[src/rtl/pp_row_accumulator.sv]
// pp_row_accumulator: sequential WIDTH x WIDTH unsigned multiplier.
// Drives one external partial-product row generator (pp_z = pp_x & pp_y)
// and adds one shifted row per clock into a 2*WIDTH-bit accumulator.
// Optional feature macro: PP_ACC_EARLY_TERM_EN. When it is defined, the
// accumulation stops as soon as no multiplier bits remain. When it is not
// defined, every operand pair takes exactly WIDTH accumulation cycles.
// Only WIDTH = 4 is supported, to match the row generator.
module pp_row_accumulator #(
  parameter int WIDTH = 4
) (
  input  logic               clk,
  input  logic               rst_n,
  input  logic               in_valid,
  output logic               in_ready,
  input  logic [WIDTH-1:0]   a,
  input  logic [WIDTH-1:0]   b,
  output logic               pp_x,
  output logic [WIDTH-1:0]   pp_y,
  input  logic [WIDTH-1:0]   pp_z,
  output logic               out_valid,
  input  logic               out_ready,
  output logic [2*WIDTH-1:0] product,
  output logic               busy
);

  localparam int CNT_W  = $clog2(WIDTH);
  localparam int PROD_W = 2 * WIDTH;
  localparam logic [CNT_W-1:0] LAST_CNT = CNT_W'(WIDTH - 1);

  typedef enum logic [1:0] {
    S_IDLE = 2'd0,
    S_ACC  = 2'd1,
    S_DONE = 2'd2
  } state_t;

  state_t              state;
  logic [WIDTH-1:0]    mcand;
  logic [WIDTH-1:0]    mplier;
  logic [PROD_W-1:0]   acc;
  logic [CNT_W-1:0]    cnt;
  logic [WIDTH-1:0]    mplier_nxt;
  logic                last_row;
  logic                skip_acc;

  // Row returned by the generator, zero-extended and aligned to its weight.
  // The largest possible sum (15*15) fits the accumulator, so no carry-out.
  function automatic logic [PROD_W-1:0] row_term(
    input logic [WIDTH-1:0] row,
    input logic [CNT_W-1:0] sh
  );
    logic [PROD_W-1:0] ext;
    ext      = {{WIDTH{1'b0}}, row};
    row_term = ext << sh;
  endfunction

  // The row generator is fed straight from the operand registers.
  assign pp_y    = mcand;
  assign pp_x    = mplier[0];
  assign product = acc;

  // Decide whether the current accumulation cycle is the final one, and
  // whether an accepted operand pair can skip accumulation altogether.
  always_comb begin
    mplier_nxt = mplier >> 1;
`ifdef PP_ACC_EARLY_TERM_EN
    last_row = (cnt == LAST_CNT) || (mplier_nxt == '0);
    skip_acc = (b == '0);
`else
    last_row = (cnt == LAST_CNT);
    skip_acc = 1'b0;
`endif
  end

  // Control FSM with registered handshake outputs, plus the operand and
  // accumulator registers. All of them clear on reset so that an aborted
  // operation leaves no product and the row generator sees zero inputs.
  always_ff @(posedge clk or negedge rst_n) begin
    if (!rst_n) begin
      state     <= S_IDLE;
      in_ready  <= 1'b1;
      out_valid <= 1'b0;
      busy      <= 1'b0;
      mcand     <= '0;
      mplier    <= '0;
      acc       <= '0;
      cnt       <= '0;
    end else begin
      unique case (state)
        S_IDLE: begin
          if (in_valid) begin
            mcand    <= a;
            mplier   <= b;
            acc      <= '0;
            cnt      <= '0;
            in_ready <= 1'b0;
            busy     <= 1'b1;
            if (skip_acc) begin
              state     <= S_DONE;
              out_valid <= 1'b1;
            end else begin
              state <= S_ACC;
            end
          end
        end
        S_ACC: begin
          acc    <= acc + row_term(pp_z, cnt);
          mplier <= mplier_nxt;
          cnt    <= cnt + 1'b1;
          if (last_row) begin
            state     <= S_DONE;
            out_valid <= 1'b1;
          end
        end
        S_DONE: begin
          if (out_ready) begin
            state     <= S_IDLE;
            out_valid <= 1'b0;
            busy      <= 1'b0;
            in_ready  <= 1'b1;
          end
        end
        default: begin
          state     <= S_IDLE;
          in_ready  <= 1'b1;
          out_valid <= 1'b0;
          busy      <= 1'b0;
        end
      endcase
    end
  end

endmodule
[config.mk]
export PLATFORM = sky130hd
export DESIGN_NAME = pp_row_accumulator
export DESIGN_NICKNAME = d
export VERILOG_FILES = /design/src/rtl/pp_row_accumulator.sv
export SDC_FILE = /design/constraint.sdc
export NUM_CORES = 1
export LEC_CHECK = 0
export ABC_CLOCK_PERIOD_IN_PS = 3600
export CAP_MARGIN = 10
export CORE_MARGIN = 1.5
export CORE_UTILIZATION = 30
export CTS_CLUSTER_DIAMETER = 120
export DETAILED_ROUTE_END_ITERATION = 6
export GPL_ROUTABILITY_DRIVEN = 0
export GPL_TIMING_DRIVEN = 1
export PLACE_DENSITY = 0.59
export RECOVER_POWER = 100
export SETUP_SLACK_MARGIN = 0.05
export SLEW_MARGIN = 30
export SYNTH_ARGS = -nofsm -noshare
export SYNTH_HDL_FRONTEND = slang
export SYNTH_SLANG_ARGS = --single-unit
[constraint.sdc]
create_clock -name clk -period 3.6 [get_ports clk]
set_input_delay 0.72 -clock clk [delete_from_list [all_inputs] [get_ports clk]]
set_output_delay 0.72 -clock clk [all_outputs]
set_load 0.01 [all_outputs]
* Word-level counts from Yosys, hierarchy flattened *
Cells that the tools add are included.
W data, S select, Z words.

operators by class
  mux-type cells = 18
  equal/unequal tests = 6
  bitwise gates (word level) = 2
  shift-type cells = 1
  reduce and logical (&&, ||, !) cells = 7
  $add $sub $neg = 2

operators with widths
  kind                   count
  $pmux W8 S2            1
  $pmux W1 S3            3
  $reduce_and A3 Y1      3
  $add A8 B8 Y8          1
  $mux W2                4
  $mux W8                1
  $pmux W4 S2            1
  $shl A4 B2 Y8          1
  $ne A2 B2 Y1 const B   3
  $pmux W2 S3            1
  $mux W1                5
  $eq A2 B2 Y1 const B   2
  $mux W4                1
  $pmux W2 S2            1
  $reduce_and A2 Y1      2
  $add A2 B1 Y2 const B  1
  $eq A2 B1 Y1 const B   1
  $logic_not A2 Y1       1
  $not A1 Y1             2
  $reduce_bool A2 Y1     1

word-level totals
  output and inout bits = 16
  register bits after elaboration = 23

* Depth between registers and ports, before layout *
Gate-level depths: netlist (run 1).

  depth in word-level cells = 3
  depth in mapped cells = 9
  mapped depth without buffers = 8

* Least setup slack after synthesis (run 1) *
No wires, ideal clock.

  path type = input-to-reg
  from = input pp_z[0]
  to = register acc[6] (netlist: product[6])
  arrival time = 2.015 ns
  setup time = 0.135 ns
  slack = 1.449 ns
  stages on the path = 8
  data required time = 3.465 ns
  cell sequence = nand2b_1 > nor2_1 > ha_1 > fa_1 > a211oi_1 > o21bai_1 > nand4b_1 > o311ai_1

on the way
  longest elaborated chain between the ends = 3

RTL lines
  what                  RTL line  text
  from (decl)           19        input logic [WIDTH-1:0] pp_z,
  $shl A4 B2 Y8         53        row_term = ext << sh;
  $add A8 B8 Y8         106       acc <= acc + row_term(pp_z, cnt);
  $pmux W8 S2           88        unique case (state)
  to (signal assigned)  106
  to (decl)             39        logic [PROD_W-1:0] acc;

No other way between the ends.
A chain may end at the register's enable or synchronous reset.

* Final worst setup path (run 1) *
Same ends and word-level chain as after synthesis.

==> results of run 1 <==
==> report_power, final <==
group / internal (mW) / switching, mW / total (mW)
logic: 0.453 / 0.449 / 0.902
clock network: 0.0774 / 0.0871 / 0.165
registers: 0.387 / 0.133 / 0.520
total: 0.917 / 0.669 / 1.59
==> metrics by stage <==
step / hold slack (ns) / instances
after floorplan: 0.424 / 130
after global placement: 0.464 / 206
after CTS: 0.436 / 210
after global routing: 0.511 / 210
final: 0.481 / 210
after detailed placement: 0.474 / 206
==> synthesized netlist by cell type (2+ instances only) <==
master    instances
a21o_1            2
buf_2             2
a211oi_1          4
buf_6             3
mux2i_1           6
a21oi_1           6
o21ai_0           9
ha_1              8
nand2_1          12
nor2_1            6
inv_1             2
dfrtp_1          22
xnor2_1           2
o22ai_1           2
a22o_1            4
nor2b_1           4
a22oi_1           3
mux2_4            4
o21ai_1           5
nand2b_1          4
==> worst register-to-register path: cells and delay by family, from the launching register on <==
family	cells	cell delay, ns
and+or+nand+nor	2	0.22
AOI/OAI and AO/OA	3	0.78
adders and majority gates	2	0.67
DFF	1	0.54
==> routing by layer <==
layer | GRT usage | share of wire | vias up | wire length [um]
li1 | - | - | 530 | -
met1 | 0.168 | 0.45 | 504 | 1380
met2 | 0.227 | 0.49 | 28 | 1470
met3 | 0.0256 | 0.042 | 5 | 129
met4 | 0.0440 | 0.017 | 0 | 52
met5 | 0 | 0 | - | 0
==> logic make-up after synthesis <==
logic type               after synthesis  synth area share
multiplexers                          11            0.0949
buffers and inverters                  9            0.0452
XOR/XNOR                               2            0.0127
AO/OA/AOI/OAI                         43             0.218
AND/OR/NAND/NOR                       33             0.126
adder cells (fa/ha/maj)                9            0.0868
flip-flops                            23             0.417
==> state kept, by name (all words and copies together), names as in the netlist <==
| signal | cells |
|---|---|
| product | 8 |
| mplier | 4 |
| pp_y | 4 |
| cnt | 2 |
| state | 2 |
| busy | 1 |
| in_ready | 1 |
| out_valid | 1 |
==> layout make-up <==
class                           count  area (um2)
Sequential cell                    23         577
Fill cell                         455        2670
Inverter                            2        7.51
Tap cell                           52        65.1
Clock buffer                        3        41.3
Clock inverter                      1        5.00
Multi-Input combinational cell     98         711
Timing Repair Buffer               31         304
==> worst max-delay path by stage <==
| stage | startpoint | end | slack (ns) | cells after the start |
|---|---|---|---|---|
| floorplan | pp_z[0] | product[6]$_DFFE_PN0P_ | 1.45 | 8 |
| global placement | pp_z[0] | product[6]$_DFFE_PN0P_ | 0.88 | 9 |
| detailed placement | pp_z[0] | product[6]$_DFFE_PN0P_ | 0.81 | 9 |
| CTS | pp_z[0] | product[6]$_DFFE_PN0P_ | 1.09 | 9 |
| global route | pp_z[0] | product[5]$_DFFE_PN0P_ | 0.78 | 8 |
| finish | pp_z[0] | product[6]$_DFFE_PN0P_ | 0.89 | 8 |
==> metrics.csv, run 1 <==
metric;value;unit
status;finished, final reports clean;
cell count after synthesis;130;
# setup viols final;0;
Mean Syn Cell Area;10.6;um2
EDFF count, synth;0;
critical register-to-register path startpoint;cnt[0]$_DFFE_PN0P_;
Longest Clk Path Bufs;2;
Netlist Area Pre-Place;0.00138;mm2
global-route wire length before repair;5.38;mm
Netlist cell types;40;
Final WS setup;0.895;ns
CP Data Required Time;3.77;ns
worst-case reg-to-reg path depth;7;
max_cap viols;0;
Die H;70.9;um
Starting Density;0.316;
Syn Nets;155;
DP HPWL;2.32;mm
dpl cell area;0.00170;mm2
#FFs+latches synth;23;
Worst Setup Start Kind;primary input;
Synth async-reset ratio;1.00;
total inserted antenna cells;0;
Placement Rows;24;
relative slew slack;0.179;
Crit Reg-Reg Endpoint;product[6]$_DFFE_PN0P_;
slowest stage delay, CP;0.56;ns
top cells by area, synth;dfrtp_1, ha_1, mux2i_1;
RSZ-0062 raised after global routing;false;
Tot GR Track Use;0.133;
Period minus WS final;2.71;ns
dominant synthesized flop cell;dfrtp_1;
drt drc;0;
fraction of layout cells with a size suffix above 1;0.0759;
setup TNS;0;ns
Worst Path Class, Setup;in -> reg;
Num CTS Buffers;3;
commonest non-fill, non-tap cells in the layout;dfrtp_1, dlygate4sd3_1, nand2_1, o21ai_0, clkdlybuf4s50_1;
commonest non-fill, non-tap cell in the layout;dfrtp_1;
Worst path slowest cell;dlygate4sd3_1;
Slew Limit Fails;0;
WHS Endpoint;product[7]$_DFFE_PN0P_;
initial DRC count;57;
largest net degree at the start of global routing;24;
delay-heaviest family, CP;compound AO/OA/AOI/OAI gates;
Worst-path clk slew;0.09;ns
initial antenna violation count;0;
DR vias/cell;5.08;
routed wire length per instance;14.5;um
Fmax;370;MHz
Hold Startpoint;product[7]$_DFFE_PN0P_;
Total Die Area;0.00503;mm2
Worst Skew;0.00660;ns
Pwr Total;1.59;mW
aggregate global routing overflow;0;
H-tree depth;1;
CP bufs+invs;1;
Design Area, Final;0.00171;mm2
root buf cell;clkbuf_8;
# clock sinks;23;
leakage power;0.749;nW
Tcrit/Tclk final;0.751;
DP Worst Slack;0.810;ns
sequential area share after synthesis;0.417;
Ports;32;
WL final;3.04;mm
Core Region;0.00438;mm2
worst reg2reg setup slack;1.30;ns
Setup Buffers After CTS;0;
Final Net Count;184;
peak supply drop;0.000302;V
post-cts resize count;0;
hold buffer count at CTS;0;
crit-path cells;dlygate4sd3_1 > nand2b_1 > nor2_1 > ha_1 > fa_1 > a211oi_1 > o21bai_1 > o311ai_0;
Setup crit end kind;flip-flop;
Hold Path Stages;1;
pwr dens;927;mW/mm2
peak fanout along the critical path;3;
Slew @ Worst Pin;1.23;ns
Hold Path Class;reg -> reg;
vias;1067;
post-layout util;0.390;
DRT antenna net count;0;
Yosys Warn Count;0;
Final Hold Fails;0;
Die Span X;70.9;um
Clock Latency Late Sink;0.27;ns
dominant cell type by area after synthesis;dfrtp_1;
vias in the first global route;1156;
CP arrival;2.87;ns
clock tree from TritonCTS;done;
first-pass detailed-route iteration total;4;
synthesis-to-finish area growth;23.6;%
port bufs;31;
Synth top area share;0.398;
Note: power is estimated with default switching activity, not from simulation.
==> inputs of run 2 (changes only) <==
--- a/config.mk
+++ b/config.mk
@@ -5,7 +5,7 @@
 export SDC_FILE = /design/constraint.sdc
 export NUM_CORES = 1
 export LEC_CHECK = 0
-export ABC_CLOCK_PERIOD_IN_PS = 3600
+export ABC_CLOCK_PERIOD_IN_PS = 2420
 export CAP_MARGIN = 10
 export CORE_MARGIN = 1.5
 export CORE_UTILIZATION = 30
@@ -13,7 +13,7 @@
 export DETAILED_ROUTE_END_ITERATION = 6
 export GPL_ROUTABILITY_DRIVEN = 0
 export GPL_TIMING_DRIVEN = 1
-export PLACE_DENSITY = 0.59
+export PLACE_DENSITY = 0.6
 export RECOVER_POWER = 100
 export SETUP_SLACK_MARGIN = 0.05
 export SLEW_MARGIN = 30
==> constraint.sdc (replaced) <==
create_clock -name clk -period 2.42 [get_ports clk]
set_input_delay 0.484 -clock clk [delete_from_list [all_inputs] [get_ports clk]]
set_output_delay 0.484 -clock clk [all_outputs]
set_load 0.01 [all_outputs]
==> run 2 against run 1 <==
  * Combinational power increased by 55%
  * Clock skew decreased by 0.0052 ns
  * Highest routed layer unchanged
  * Largest cell class unchanged
  * First-iteration DRC count decreased by 1.8%
==> metrics.csv, run 2 (synthesis results as in run 1) <==
metric;value;unit;change
Final Net Count;191;;+3.8%
Design Area, Final;0.00177;mm2;+3.3%
Worst Setup Start Kind;primary input;;
Crit Reg-Reg Endpoint;product[5]$_DFFE_PN0P_;;
Fmax;452;MHz;
Switch Pwr;0.999;mW;+49%
Clock Latency Late Sink;0.26;ns;about the same
Post-Place Cells;213;;+3.4%
Final Hold Fails;0;;unchanged
Worst path slowest cell;clkdlybuf4s50_1;;
Switching Share;0.414;;-0.00780
Comb pwr share;0.580;;+0.011
initial DRC count;56;;-1.8%
Sequential Power Share;0.321;;-0.007
pwr dens;1370;mW/mm2;+47%
Tcrit/Tclk final;0.914;;
peak fanout along the critical path;2;;-1
RSZ-0062 raised after global routing;false;;
hold slack;0.491;ns;+0.00975 ns
Core Region;0.00438;mm2;unchanged
Hold Startpoint;product[7]$_DFFE_PN0P_;;
worst reg2reg setup slack;0.24;ns;-1.06 ns
aggregate global routing overflow;0;;unchanged
Hold Path Stages;1;;unchanged
Setup crit end kind;flip-flop;;
root buf cell;clkbuf_8;;
WL final;3.04;mm;about the same
Period minus WS final;2.21;ns;
Clock power frac;0.099;;-0.005
worst-case reg-to-reg path depth;7;;unchanged
# setup viols final;0;;unchanged
vias in the first global route;1149;;-0.61%
CP Launch Point;pp_z[0];;
Hold Path Class;reg -> reg;;
Starting Density;0.316;;unchanged
initial antenna violation count;0;;unchanged
drt drc;0;;unchanged
Worst Skew;0.00141;ns;-0.00519 ns
Longest Clk Path Bufs;2;;unchanged
total inserted antenna cells;0;;unchanged
setup TNS;0;ns;unchanged
fraction of layout cells with a size suffix above 1;0.109;;+0.0331
most frequent cell on the critical path;nor2_1;;
post-layout util;0.403;;+0.0128
vias;1123;;+5.2%
DRT antenna net count;0;;unchanged
Filler cells;426;;-6.4%
max FFs per register;8;;unchanged
critical register-to-register path startpoint;cnt[0]$_DFFE_PN0P_;;
port bufs;31;;unchanged
peak supply drop;0.000508;V;+68%
global-route wire length before repair;5.16;mm;-4.0%
# clock sinks;23;;unchanged
commonest non-fill, non-tap cells in the layout;dfrtp_1, dlygate4sd3_1, clkdlybuf4s50_1, nand2_1, o21ai_0;;
Ports;32;;unchanged
first-pass detailed-route iteration total;4;;unchanged
Worst-path clk slew;0.08;ns;about the same
routed wire length per instance;14.0;um;-3.2%
Die Span X;70.9;um;unchanged
relative slew slack;0.333;;+0.154
CP arrival;2.37;ns;-0.50 ns
Non-Filler Instances;217;;+3.3%
max_cap viols;0;;unchanged
Num CTS Buffers;3;;unchanged
Total Die Area;0.00503;mm2;unchanged
WHS Endpoint;product[7]$_DFFE_PN0P_;;
largest net degree at the start of global routing;14;;-42%
status;finished, final reports clean;;
Setup Buffers After CTS;0;;unchanged
Worst Path Class, Setup;in -> reg;;
Cell Int Power;1.41;mW;+54%
CP Data Required Time;2.58;ns;-1.19 ns
dpl cell area;0.00176;mm2;+3.4%
slowest stage delay, CP;0.49;ns;-0.07 ns
hold buffer count at CTS;0;;unchanged
DR vias/cell;5.18;;+1.9%
clock tree from TritonCTS;done;;
crit-path cells;clkdlybuf4s50_1 > mux2i_1 > nor2_1 > ha_1 > a211oi_2 > nor2_1 > o21ai_1 > mux2_2;;
Tot GR Track Use;0.127;;-0.00566
commonest non-fill, non-tap cell in the layout;dfrtp_1;;
Die H;70.9;um;unchanged
Placement Rows;24;;unchanged
post-cts resize count;0;;unchanged
leakage power;0.782;nW;+4.3%
H-tree depth;1;;unchanged
Slew Limit Fails;0;;unchanged
DP HPWL;2.37;mm;+2.0%
Slew @ Worst Pin;0.999;ns;-0.233 ns
synthesis-to-finish area growth;27.7;%;
==> run 2: stage by stage <==
stage,setup WS (ns),power [mW]
after floorplan,0.428,1.79
after global placement,-0.0239,2.25
after detailed placement,-0.0676,2.29
after CTS,0.223,2.55
after global routing,0.0751,2.63
final,0.208,2.41
==> run 2: routing by layer <==
layer / wire length [um] / part of all wire / vias up / global-route usage
met5: 0 / 0 / - / 0
met4: 29 / 0.0095 / 0 / 0.0398
met3: 107 / 0.035 / 2 / 0.0228
met2: 1470 / 0.48 / 24 / 0.216
met1: 1430 / 0.47 / 551 / 0.164
li1: - / - / 546 / -
==> run 2: final cells by class <==
| cell class | instances | area, um2 | area share |
|---|---|---|---|
| timing repair buffer | 38 | 355 | 0.201 |
| inverter | 2 | 7.51 | 0.00425 |
| clock inverter | 1 | 5.00 | 0.00283 |
| multi-input combinational | 98 | 716 | 0.405 |
| clock buffer | 3 | 41.3 | 0.0234 |
| sequential | 23 | 577 | 0.326 |
| tap | 52 | 65.1 | 0.0368 |
==> run 2: worst max path at each step <==
stage / to / slack (ns) / cells after the start
finish: product[5]$_DFFE_PN0P_ / 0.21 / 8
global route: product[5]$_DFFE_PN0P_ / 0.08 / 8
CTS: product[5]$_DFFE_PN0P_ / 0.22 / 8
detailed placement: product[5]$_DFFE_PN0P_ / -0.07 / 8
global placement: product[5]$_DFFE_PN0P_ / -0.02 / 8
floorplan: product[6]$_DFFE_PN0P_ / 0.43 / 8
==> run 2: power by group through the flow <==
stage	Combinational (mW)	Clock [mW]	Sequential, mW
floorplan	1.04	0	0.759
detailed placement	1.49	0	0.797
CTS	1.50	0.255	0.793
global route	1.55	0.268	0.814
finish	1.40	0.239	0.775
global placement	1.46	0	0.789
==> run 2: critical path: cells and delay by family <==
kind	cells	cell delay, ns
muxes	2	0.45
buffers and inverters	1	0.49
adders and majority gates	1	0.29
and+or+nand+nor	2	0.30
AOI/OAI and AO/OA	2	0.37
==> inputs of run 3 (changes only) <==
--- a/config.mk
+++ b/config.mk
@@ -16,7 +16,7 @@
 export PLACE_DENSITY = 0.6
 export RECOVER_POWER = 100
 export SETUP_SLACK_MARGIN = 0.05
-export SLEW_MARGIN = 30
+export SLEW_MARGIN = 20
 export SYNTH_ARGS = -nofsm -noshare
 export SYNTH_HDL_FRONTEND = slang
 export SYNTH_SLANG_ARGS = --single-unit
==> results of run 3 <==
The final DEF is identical to that of run 2; final timing and power are the same.
==> patch 1: new RTL, config.mk and constraints of run 3 <==
Add a define of `PP_ACC_EARLY_TERM_EN`.
--- a/src/rtl/pp_row_accumulator.sv
+++ b/src/rtl/pp_row_accumulator.sv
@@ -6,4 +6,6 @@
 // defined, every operand pair takes exactly WIDTH accumulation cycles.
 // Only WIDTH = 4 is supported, to match the row generator.
+`define PP_ACC_EARLY_TERM_EN
+
 module pp_row_accumulator #(
   parameter int WIDTH = 4
Function: changed (a bounded check fails within 4 cycles, from zero or initial values and one cycle with rst_n low).
==> patch 1 against run 3 <==
- routed wire length is 3.5% higher
- cell area grew 3.5%
- combinational power down 15%
- sequential share of layout area is 1.1 points lower
- sequential cell count stayed put
- area after synthesis grew 3.9%
- total power shrank 11%
- clock skew increased by 0.0014 ns
- worst setup slack got worse by 0.11 ns
- critical endpoint is now product[6]
- highest routed layer unchanged
==> patch 1: results <==
# TYPE chip_impl_metric gauge
chip_impl_info{name="critical-path-top-delay-family",value="adder cells"} 1
chip_impl_metric{name="comb.multi_input.count",unit=""} 104
chip_impl_info{name="run_status",value="finished clean"} 1
chip_impl_metric{name="worst_path_largest_cell_delay",unit="ns"} 0.44
chip_impl_metric{name="overall_global_routing_resource_usage",unit="%"} 13.1
chip_impl_metric{name="design.final.nets",unit=""} 196
chip_impl_metric{name="ff2ff_path_depth",unit=""} 8
chip_impl_metric{name="post_synth_num_cell_types",unit=""} 38
chip_impl_metric{name="max_slew.worst_pin.slew",unit="ns"} 1.22
chip_impl_metric{name="clock_skew",unit="ns"} 0.00277
chip_impl_metric{name="multi_input_area_share",unit="%"} 43.1
chip_impl_metric{name="inverters",unit=""} 4
chip_impl_metric{name="post-route-cell-area",unit="um^2"} 1830
chip_impl_metric{name="layout-drive-gt1-share",unit="%"} 11.2
chip_impl_metric{name="clkbuf_count",unit=""} 4
chip_impl_metric{name="seq_area_share",unit="%"} 31.6
chip_impl_metric{name="sum_of_net_half_perimeters_after_detailed_placement",unit="um"} 2410
chip_impl_metric{name="final.signal_buffer_count",unit=""} 35
chip_impl_info{name="synth_commonest_cells",value="22 x sky130_fd_sc_hd__dfrtp_1, 12 x sky130_fd_sc_hd__o21ai_0, 10 x sky130_fd_sc_hd__mux2i_1, 10 x sky130_fd_sc_hd__nand2_1"} 1
chip_impl_metric{name="post_synth.cell_area_avg",unit="um^2"} 10.4
chip_impl_metric{name="clk_share",unit="%"} 2.46
chip_impl_metric{name="ir_drop",unit="mV"} 0.334
chip_impl_metric{name="post-place-ws",unit="ns"} -0.197
chip_impl_metric{name="syn_nets",unit=""} 163
chip_impl_metric{name="buffer_area_share",unit="%"} 18.4
chip_impl_metric{name="wire_per_inst",unit="um"} 14.0
chip_impl_metric{name="grt_max_degree",unit=""} 24
chip_impl_metric{name="static-leakage-power",unit="nW"} 0.808
chip_impl_metric{name="placed_cells_incl_taps",unit=""} 220
chip_impl_info{name="synth.top_cells.by_area",value="sky130_fd_sc_hd__dfrtp_1 38%, sky130_fd_sc_hd__ha_1 7.0%, sky130_fd_sc_hd__mux2i_1 7.0%"} 1
chip_impl_metric{name="arrival_time_at_the_worst_endpoint",unit="ns"} 2.44
chip_impl_metric{name="yosysSeqAreaShare",unit="%"} 40.1
chip_impl_metric{name="routed_wirelength",unit="um"} 3140
chip_impl_metric{name="top_fanout_value_on_the_critical_path",unit=""} 3
## patch 1: changes by cell type after synthesis, moves of 3 or more
cell                      change
sky130_fd_sc_hd__a22oi_1      -3
sky130_fd_sc_hd__o21ai_1      -4
sky130_fd_sc_hd__mux2_2       +3
sky130_fd_sc_hd__o21ai_0      +3
sky130_fd_sc_hd__o31ai_1      +3
sky130_fd_sc_hd__nor2b_1      -3
sky130_fd_sc_hd__mux2_4       -3
sky130_fd_sc_hd__mux2i_1      +4
## patch 1: cells by family (layout without fill, tap and decap cells)
kind of cell | count (synthesis) | count (layout) | synth area share (%)
compound gates | 45 | 45 | 21.2
xor+xnor | 1 | 1 | 0.609
fa+ha+maj | 9 | 9 | 8.36
buf+inv | 11 | 43 | 5.05
flops | 23 | 23 | 40.1
mux | 15 | 15 | 11.1
simple gates | 34 | 34 | 13.5
## patch 1: final timing paths
path	from	to	slack [ns]
setup / recovery	pp_z[0]	product[6]	0.10
hold / removal	busy	busy	0.50
setup reg to reg	cnt[0]	product[6]	0.21
hold reg to reg	busy	busy	0.50
max in group asynchronous	rst_n	pp_y[0]	0.69
min in group asynchronous	rst_n	busy	1.00
## patch 1: report_power, final
group | leakage, nW | internal [mW] | total [mW] | switching [mW]
clock network | 0.0228 | 0.117 | 0.237 | 0.120
registers | 0.287 | 0.561 | 0.731 | 0.170
logic | 0.498 | 0.597 | 1.19 | 0.589
## patch 1: metal layers
| layer | routed length, um | GRT usage, % | share of wire (%) |
|---|---|---|---|
| met5 | 0 | 0 | 0 |
| met4 | 27 | 4.19 | 0.86 |
| met3 | 109 | 2.50 | 3.5 |
| met2 | 1610 | 21.9 | 51 |
| met1 | 1390 | 17.1 | 44 |
==> patch 2: new RTL, settings of run 3 <==
Without the edit above. Re-encode `state_t` (3 states) as one-hot, 3 bits wide.
--- a/src/rtl/pp_row_accumulator.sv
+++ b/src/rtl/pp_row_accumulator.sv
@@ -28,8 +28,8 @@
   localparam logic [CNT_W-1:0] LAST_CNT = CNT_W'(WIDTH - 1);
 
-  typedef enum logic [1:0] {
-    S_IDLE = 2'd0,
-    S_ACC  = 2'd1,
-    S_DONE = 2'd2
+  typedef enum logic [2:0] {
+    S_IDLE = 3'b001,
+    S_ACC  = 3'b010,
+    S_DONE = 3'b100
   } state_t;
 
Behaviour: same outputs for any inputs over 10 cycles, from zero or initial values and one cycle with rst_n low; not proved beyond that.
==> patch 2 against run 3 <==
- fmax down 0.62%
- routed wire length increased by 4.8%
- count of clock-buffer cells in the layout is the same
- clock power grew 51%
- worst setup slack got worse by 0.014 ns
- sequential cell count is 1 higher
- first-iteration DRC count rose by 52%
- cell area increased by 5.2%
- area after synthesis rose by 0.45%
- sequential power shrank 8.9%
- total power down 18%
- global-route usage up 0.78 points
==> patch 2: results <==
# TYPE chip_impl_metric gauge
chip_impl_metric{name="hold_slack",unit="ns"} 0.482
chip_impl_metric{name="share_comb_of_total_power",unit="%"} 45.8
chip_impl_metric{name="overall_global_routing_resource_usage",unit="%"} 13.5
chip_impl_metric{name="buffer_area_share",unit="%"} 20.1
chip_impl_metric{name="design.final.nets",unit=""} 210
chip_impl_metric{name="syn_nets",unit=""} 171
chip_impl_metric{name="swShare",unit="%"} 37.4
chip_impl_info{name="critical-path-top-delay-family",value="simple AND/OR/NAND/NOR gates"} 1
chip_impl_metric{name="layout-drive-gt1-share",unit="%"} 8.15
chip_impl_metric{name="drt_iter0_drc",unit=""} 85
chip_impl_metric{name="post_synth.cell_area_avg",unit="um^2"} 9.52
chip_impl_metric{name="inverters",unit=""} 5
chip_impl_metric{name="first_pass_grt_wire_length",unit="um"} 5460
chip_impl_metric{name="static-leakage-power",unit="nW"} 0.857
chip_impl_metric{name="grtUsageMet2",unit="%"} 21.9
chip_impl_metric{name="viasPerCell",unit=""} 5.21
chip_impl_metric{name="regArea",unit="um^2"} 604
chip_impl_metric{name="clock.fmax",unit="MHz"} 449
chip_impl_metric{name="route.vias.total",unit=""} 1230
chip_impl_metric{name="max_slew.worst_pin.slew",unit="ns"} 1.35
chip_impl_metric{name="met1_usage",unit="%"} 18.5
chip_impl_metric{name="post-route-cell-area",unit="um^2"} 1860
chip_impl_metric{name="sum_of_net_half_perimeters_after_detailed_placement",unit="um"} 2380
chip_impl_info{name="synth.top_cells.by_area",value="sky130_fd_sc_hd__dfrtp_1 40%, sky130_fd_sc_hd__ha_1 7.2%, sky130_fd_sc_hd__nand2_1 6.2%"} 1
chip_impl_metric{name="met2_length",unit="um"} 1450
chip_impl_metric{name="reg2reg_setup_slack",unit="ns"} 0.29
chip_impl_metric{name="met1Wirelength",unit="um"} 1570
chip_impl_metric{name="place_area",unit="um^2"} 1800
chip_impl_metric{name="worst_path_largest_cell_delay",unit="ns"} 0.42
chip_impl_metric{name="final.signal_buffer_count",unit=""} 41
chip_impl_info{name="run_status",value="finished clean"} 1
-- patch 2: cell types whose count changed after synthesis, sizes merged, moves of 3 or more --
cell / before / now
a211oi: 5 / 2
a31oi: 0 / 4
inv: 2 / 5
mux2: 5 / 0
nand2: 12 / 23
nor2: 6 / 10
nor2b: 6 / 1
o21a: 0 / 3
o21ai: 14 / 10
-- patch 2: cells by family (layout without fill, tap and decap cells) --
logic type | after synthesis | after routing | synth area share, %
buf+inv | 12 | 50 | 4.23
mux | 6 | 6 | 4.32
compound gates | 40 | 40 | 18.9
simple gates | 53 | 53 | 19.3
fa+ha+maj | 9 | 9 | 8.64
xor+xnor | 2 | 2 | 1.26
flops | 24 | 24 | 43.4
-- patch 2: final timing paths --
kind | startpoint | endpoint | cells past startpoint
max in group asynchronous | rst_n | cnt[0] | 2
worst min-delay path | product[7] | product[7] | 1
worst max-delay path | pp_z[0] | product[6] | 9
min in group asynchronous | rst_n | pp_y[1] | 2
worst min register to register | product[7] | product[7] | 1
worst max register to register | cnt[0] | product[6] | 8
